--- src/rtl/hack_pkg.sv ---
// Shared Hack ALU definitions: data width, op-word bit positions, named ops
// and the arbiter state encoding.
package hack_pkg;

  localparam int unsigned HACK_W = 16;
  localparam int unsigned OP_W   = 6;

  // Bit positions inside the {zx,nx,zy,ny,f,no} control word
  localparam int unsigned OP_ZX = 5;
  localparam int unsigned OP_NX = 4;
  localparam int unsigned OP_ZY = 3;
  localparam int unsigned OP_NY = 2;
  localparam int unsigned OP_F  = 1;
  localparam int unsigned OP_NO = 0;

  localparam logic [OP_W-1:0] OP_AND    = 6'b000000;
  localparam logic [OP_W-1:0] OP_ADD    = 6'b000010;
  localparam logic [OP_W-1:0] OP_SUB_XY = 6'b010011;
  localparam logic [OP_W-1:0] OP_ZERO   = 6'b101010;
  localparam logic [OP_W-1:0] OP_NEG1   = 6'b111010;

  typedef enum logic [1:0] {
    ST_IDLE = 2'd0,
    ST_EXEC = 2'd1,
    ST_RESP = 2'd2
  } arb_state_t;

endpackage

--- src/rtl/hack_alu.sv ---
// Combinational Hack ALU: optional zero/negate of each operand, AND or ADD,
// optional negate of the result, plus zero and negative flags.
module hack_alu
  import hack_pkg::*;
#(
  parameter int unsigned N = HACK_W
) (
  input  logic [N-1:0]    x,
  input  logic [N-1:0]    y,
  input  logic [OP_W-1:0] op,
  output logic [N-1:0]    out,
  output logic            zr,
  output logic            ng
);

  logic [N-1:0] w_x_z;
  logic [N-1:0] w_x;
  logic [N-1:0] w_y_z;
  logic [N-1:0] w_y;
  logic [N-1:0] w_f;

  assign w_x_z = op[OP_ZX] ? '0 : x;
  assign w_x   = op[OP_NX] ? ~w_x_z : w_x_z;
  assign w_y_z = op[OP_ZY] ? '0 : y;
  assign w_y   = op[OP_NY] ? ~w_y_z : w_y_z;

  // Sum wraps modulo 2^N; the carry out is intentionally dropped
  assign w_f   = op[OP_F] ? (w_x + w_y) : (w_x & w_y);
  assign out   = op[OP_NO] ? ~w_f : w_f;
  assign zr    = (out == '0);
  assign ng    = out[N-1];

endmodule

--- src/rtl/alu_arbiter.sv ---
// Round-robin arbiter sharing one hack_alu between two requesters; the
// registered result is returned over a valid/ready response channel.
module alu_arbiter
  import hack_pkg::*;
#(
  parameter int unsigned N = HACK_W
) (
  input  logic            clk,
  input  logic            reset,
  input  logic            req0_valid,
  output logic            req0_ready,
  input  logic [N-1:0]    req0_x,
  input  logic [N-1:0]    req0_y,
  input  logic [OP_W-1:0] req0_op,
  input  logic            req1_valid,
  output logic            req1_ready,
  input  logic [N-1:0]    req1_x,
  input  logic [N-1:0]    req1_y,
  input  logic [OP_W-1:0] req1_op,
  output logic            rsp_valid,
  input  logic            rsp_ready,
  output logic [N-1:0]    rsp_out,
  output logic            rsp_zr,
  output logic            rsp_ng,
  output logic            rsp_id
);

  arb_state_t r_state;
  arb_state_t w_next;

  logic            r_last;
  logic [N-1:0]    r_x;
  logic [N-1:0]    r_y;
  logic [OP_W-1:0] r_op;
  logic            r_id;

  logic            r_rsp_valid;
  logic [N-1:0]    r_rsp_out;
  logic            r_rsp_zr;
  logic            r_rsp_ng;
  logic            r_rsp_id;

  logic            w_gnt0;
  logic            w_gnt1;
  logic [N-1:0]    w_alu_out;
  logic            w_alu_zr;
  logic            w_alu_ng;

  hack_alu #(.N(N)) u_alu (
    .x   (r_x),
    .y   (r_y),
    .op  (r_op),
    .out (w_alu_out),
    .zr  (w_alu_zr),
    .ng  (w_alu_ng)
  );

  always_ff @(posedge clk or posedge reset) begin
    if (reset) begin
      r_state <= ST_IDLE;
    end else begin
      r_state <= w_next;
    end
  end

  // Grant only in IDLE; on a tie the requester that did not win last time goes
  always_comb begin
    w_next = r_state;
    w_gnt0 = 1'b0;
    w_gnt1 = 1'b0;
    case (r_state)
      ST_IDLE: begin
        if (req0_valid && (!req1_valid || r_last)) begin
          w_gnt0 = 1'b1;
        end else if (req1_valid) begin
          w_gnt1 = 1'b1;
        end
        if (w_gnt0 || w_gnt1) begin
          w_next = ST_EXEC;
        end
      end
      ST_EXEC: w_next = ST_RESP;
      ST_RESP: begin
        if (rsp_ready) begin
          w_next = ST_IDLE;
        end
      end
      default: w_next = ST_IDLE;
    endcase
  end

  assign req0_ready = w_gnt0 & ~reset;
  assign req1_ready = w_gnt1 & ~reset;

  // Operand capture on grant, result capture at the end of EXEC
  always_ff @(posedge clk or posedge reset) begin
    if (reset) begin
      r_last      <= 1'b1;
      r_x         <= '0;
      r_y         <= '0;
      r_op        <= '0;
      r_id        <= 1'b0;
      r_rsp_valid <= 1'b0;
      r_rsp_out   <= '0;
      r_rsp_zr    <= 1'b0;
      r_rsp_ng    <= 1'b0;
      r_rsp_id    <= 1'b0;
    end else begin
      r_rsp_valid <= (w_next == ST_RESP);
      if (w_gnt0) begin
        r_x    <= req0_x;
        r_y    <= req0_y;
        r_op   <= req0_op;
        r_id   <= 1'b0;
        r_last <= 1'b0;
      end else if (w_gnt1) begin
        r_x    <= req1_x;
        r_y    <= req1_y;
        r_op   <= req1_op;
        r_id   <= 1'b1;
        r_last <= 1'b1;
      end
      if (r_state == ST_EXEC) begin
        r_rsp_out <= w_alu_out;
        r_rsp_zr  <= w_alu_zr;
        r_rsp_ng  <= w_alu_ng;
        r_rsp_id  <= r_id;
      end
    end
  end

  assign rsp_valid = r_rsp_valid;
  assign rsp_out   = r_rsp_out;
  assign rsp_zr    = r_rsp_zr;
  assign rsp_ng    = r_rsp_ng;
  assign rsp_id    = r_rsp_id;

endmodule

--- config.mk ---
export PLATFORM = sky130hd
export DESIGN_NAME = alu_arbiter
export DESIGN_NICKNAME = d
export VERILOG_FILES = /design/src/rtl/hack_pkg.sv /design/src/rtl/hack_alu.sv /design/src/rtl/alu_arbiter.sv
export SDC_FILE = /design/constraint.sdc
export NUM_CORES = 1
export LEC_CHECK = 0
export ABC_AREA = 1
export ABC_CLOCK_PERIOD_IN_PS = 3800
export CAP_MARGIN = 20
export CORE_MARGIN = 1.5
export CORE_UTILIZATION = 30
export DETAILED_ROUTE_END_ITERATION = 6
export GPL_ROUTABILITY_DRIVEN = 0
export PLACE_DENSITY = 0.52
export SYNTH_ARGS = -nofsm -noshare
export SYNTH_HDL_FRONTEND = slang
export SYNTH_SLANG_ARGS = --single-unit
--- constraint.sdc ---
create_clock -name clk -period 3.8 [get_ports clk]
set_clock_uncertainty 0.05 [all_clocks]
set_input_delay 0.38 -clock clk [delete_from_list [all_inputs] [get_ports clk]]
set_output_delay 0.38 -clock clk [all_outputs]
set_load 0.02 [all_outputs]
# After elaboration in Yosys (flattened, before gate mapping)
# Index checks and enable logic that the tools add are counted.
# totals
mem_bits_rw	0
in_bits	81
output_inout_bits	22
register_bits	62
rom_bits	0
wordCells	53
latch_bits	0
n_memories	0
# classes
mul	0
shifts	0
magnitude_cmp	0
bitwise	7
mux	24
reduce_logical	7
add_sub_neg	1
eq_ne	3
n_div	0
# op_table
op	n
$mux W16	10
$not A16 Y16	3
$add A16 B16 Y16	1
$and A16 B16 Y16	1
$logic_not A16 Y1	1
$mux W6	2
$mux W1	9
$pmux W2 S3	1
$eq A2 B2 Y1 const B	2
$mux W2	2
$and A1 B1 Y1	2
$eq A2 B1 Y1 const B	1
$logic_not A2 Y1	1
$logic_or A1 B1 Y1	2
$reduce_bool A2 Y1	1
$logic_and A1 B1 Y1	1
$logic_not A1 Y1	1
$not A1 Y1	1

# Longest topological paths before layout
# depth
word_depth	9
ltp_mapped	21
depth_no_buf	20

# Modules after synthesis
# A second synthesis with hierarchy kept.
# unflattened
cells_unflattened	853
hier_area_um2	5196.2
# modules_own_cells
mod	instances	area_per_inst_um2	cells_per_inst
alu_arbiter	1	3072.9	430
hack_alu	1	2123.3	423

# Least setup slack after synthesis
# No wires, ideal clock.
# synth_path
path_type	register to register
from	register r_op[3]
to	register r_rsp_zr, in the netlist rsp_zr
slack_ns	1.142
path_buffers	1
setup_time_ns	0.065
arrival_ns	2.543
stages_incl_launch_ff	20
path_cell_list	dfrtp_1 -> clkinv_1 -> clkbuf_1 -> nand2_1 -> xor2_1 -> ha_1 -> fa_1 -> nand2_1 -> nand3_1 -> nand3_1 -> nand2_1 -> nand2_2 -> nand2_1 -> nand2_1 -> nand3_1 -> nand3_1 -> nand2_1 -> nor2_1 -> nand3_1 -> nand2_1
# synth_between
elab_chain_len	8
word_cells_on_any_way	9
cone_classes	add/sub: 1; mux: 4; bitwise: 3; reduce/logical: 1
# synth_lines
item	line	source
start, declared	alu_arbiter.sv:34	logic [OP_W-1:0] r_op;
start signal, assigned	alu_arbiter.sv:113	r_op <= req0_op;
start signal, assigned	alu_arbiter.sv:119	r_op <= req1_op;
$mux W16 (*)	hack_alu.sv:24	assign w_y_z = op[OP_ZY] ? '0 : y;
$not A16 Y16	hack_alu.sv:25	assign w_y = op[OP_NY] ? ~w_y_z : w_y_z;
$mux W16 (*)	hack_alu.sv:25	
$add A16 B16 Y16 / $and A16 B16 Y16 (equally long branches)	hack_alu.sv:28	assign w_f = op[OP_F] ? (w_x + w_y) : (w_x & w_y);
$mux W16 (*)	hack_alu.sv:28	
$not A16 Y16	hack_alu.sv:29	assign out = op[OP_NO] ? ~w_f : w_f;
$mux W16 (*)	hack_alu.sv:29	
$logic_not A16 Y1 (*)	hack_alu.sv:30	assign zr = (out == '0);
end signal, assigned	alu_arbiter.sv:125	r_rsp_zr <= w_alu_zr;
end, declared	alu_arbiter.sv:39	logic r_rsp_zr;
# Every way passes the cells marked *; elsewhere a longest branch is shown, timed or not.
# A chain may end at the register's enable or synchronous reset.

# Worst setup path after layout
# layout_path
from	register r_op[5]
to	register r_rsp_zr, in the netlist rsp_zr
# layout_between
elab_chain_len	8
word_cells_on_any_way	9
cone_classes	add/sub: 1; mux: 4; bitwise: 3; reduce/logical: 1
# layout_lines
item	line	source
$mux W16 (*)	hack_alu.sv:22	assign w_x_z = op[OP_ZX] ? '0 : x;
$not A16 Y16	hack_alu.sv:23	assign w_x = op[OP_NX] ? ~w_x_z : w_x_z;
$mux W16 (*)	hack_alu.sv:23	
$add A16 B16 Y16 / $and A16 B16 Y16 (equally long branches)	hack_alu.sv:28	
$mux W16 (*)	hack_alu.sv:28	
$not A16 Y16	hack_alu.sv:29	
$mux W16 (*)	hack_alu.sv:29	
$logic_not A16 Y1 (*)	hack_alu.sv:30	
# Marked as above.

==> qor.yml <==
synthesis:
  synth_ff_type: "dfrtp_1"
  synth.distinct_cells: 34
  synthMuxAreaShare: 0
  synth_area_per_cell_um2: 6.62
  synth-simple-area-share: 0.346
  ys_seq_area_frac: 0.322
  synthXorXnorAreaFrac: 0.0609
  synth_top_family_by_area: "simple AND/OR/NAND/NOR gates"
  synth_fa_ha_area_frac: 0.0464
  synth_edf_count: 0
  ys_warn_count: 0
  synth_compound_area_frac: 0.126
  syn_area_mm2: 0.00474
  syn-num-nets: 815
  synthCells: 717
  async_flop_share: 1.00
  synth-seq-cells: 61
timing:
  min_period_ns: 3.02
  tns_ns: 0
  period_share: 0.796
  slew_headroom: 0.514
  finalHoldViolations: 0
  maxSlewViolCount: 0
  final-setup-viol-count: 0
  worstMarginPinSlew_ns: 0.728
  fmax_mhz: 331
  rsz0062_at_grt: "no"
drt:
  viasPerCell: 4.69
  wire_per_inst_um: 13.2
  first_pass_iters: 5
  ant_nets: 0
  via_count: 4777
  drc: 0
  routed_wl_um: 13500
  drt_iter0_markers: 328
cells_and_area:
  drive_gt1_frac: 0.0619
  final_common_cell: "nand2_1"
  fin_area_mm2: 0.00623
  diodes: 0
  layout_common_cells: "nand2_1, nand3_1, clkdlybuf4s50_1"
  area_growth_pct: 31.4
  nets: 901
clock_network:
  root_buffer: "clkbuf_16"
  cts_setup_buffers: 0
  clk_pin_slew_ns: 0.06
  clk_path_buf_depth: 2
  clk_latency_ns: 0.35
  postCtsHoldBufs: 0
  cts_sinks: 61
  cts_tree: "built"
  cts_buffers: 9
  cts_resized: 0
  cts_max_level: 3
place:
  portBuffers: 102
  place_area_mm2: 0.00594
  dpl.hpwl_um: 10400
worst_setup_path:
  rrSetupSlack_ns: 0.78
  rr_worst_depth: 19
  cp-end-kind: "flip-flop"
  worst_ep_arrival_time_ns: 3.27
  r2r_end: "rsp_zr"
  startpoint_type: "flip-flop"
  crit_type: "reg -> reg"
  path_max_fanout: 17
  reg2reg_from: "r_op[5]"
  worstPathRequired_ns: 4.04
floorplan:
  rows: 45
  start_util: 0.310
  dieArea_mm2: 0.0166
  die_w_um: 129
  die_y_um: 129
  core_area_mm2: 0.0153
  ios: 103
run_status:
  status: "completed"
min_path:
  holdPathEnd: "rsp_out[9]"
  min_from: "rsp_out[9]"
  hold_path_depth: 2
  min_path_type: "reg -> reg"
grt:
  grt.overflow.total: 0
  grt_max_degree: 73
  antenna_found_initial: 0
  grt_pass1_vias: 4765
  grt_pass1_wl_um: 22900
  grt_usage: 0.175
job:
  max_cap_violations: 0
-- logic make-up (layout without fill, tap and decap cells) --
| group | after synthesis | after routing |
|---|---|---|
| DFF | 61 | 61 |
| AOI/OAI and AO/OA | 114 | 114 |
| and+or+nand+nor | 375 | 375 |
| buffers and inverters | 117 | 208 |
| xor gates and xnor gates | 33 | 33 |
| adders and majority gates | 17 | 17 |
-- cell usage after synthesis, drive strengths merged, types with 5 or more instances --
cell	number	area, um2
nand2	183	704
nand3	116	606
o21ai	87	435
inv	77	289
nor2	64	250
dfrtp	60	1500
xor2	33	289
clkbuf	22	83.8
ha	16	200
buf	15	85.1
a21oi	12	63.8
a31oi	7	43.8
nand4	5	31.3
o22ai	5	31.3
-- critical path, stage by stage, from the launching register on --
cell	delay [ns]
dfrtp_1	0.33
clkinv_1	0.36
nand2_1	0.20
xor2_1	0.17
inv_1	0.06
ha_1	0.23
fa_1	0.46
nand2_1	0.10
nand3_1	0.06
nand3_1	0.11
nand2_1	0.11
nand2_2	0.10
nand2_1	0.08
nand2_1	0.08
nand3_1	0.06
nand3_1	0.11
nand2_1	0.07
nor2_1	0.10
nand3_1	0.08
nand2_1	0.06
-- sequential cells by signal, indices dropped and copies added, names as in the netlist --
name	cells
r_x	16
rsp_out	16
r_last	1
rsp_zr	1
r_y	16
rsp_valid	1
r_state	2
r_op	6
r_id	1
rsp_id	1
-- metal layers --
metal	part of all wire	up-vias	track usage
li1	-	2499	-
met1	0.51	2144	0.243
met2	0.43	122	0.267
met3	0.052	12	0.0511
met4	0.011	0	0.0403
met5	0	-	0
-- metrics by stage --
stage                     setup slack (ns)  hold slack, ns   util  cells
after floorplan                       1.14           0.424      -    717
after global placement               0.871           0.416  0.388   1003
after detailed placement             0.777           0.422  0.388   1003
after CTS                            0.772           0.435  0.407   1019
after global routing                 0.396           0.466  0.407   1019
final                                0.775           0.428  0.407   1019
-- worst max path at each step --
| stage | from | end | slack (ns) | cells after the start |
|---|---|---|---|---|
| floorplan | r_op[3] | rsp_zr | 1.14 | 19 |
| detailed placement | r_op[5] | rsp_zr | 0.78 | 19 |
| CTS | r_op[5] | rsp_zr | 0.77 | 19 |
| global placement | r_op[5] | rsp_zr | 0.87 | 19 |
| finish | r_op[5] | rsp_zr | 0.78 | 19 |
| global route | r_op[5] | rsp_zr | 0.40 | 19 |
-- area by class of cell --
| class | instances | area, um2 |
|---|---|---|
| clock buffers | 10 | 229 |
| clock inverters | 6 | 63.8 |
| fillers | 1664 | 9080 |
| inverters | 80 | 300 |
| multi-input cells | 539 | 2750 |
| flip-flops and latches | 61 | 1530 |
| well taps | 211 | 264 |
| repair buffers | 112 | 1100 |
Power is left out: the tool's default activity adds up to more than one toggle a clock period on the data nets, which glitch-free logic cannot reach.
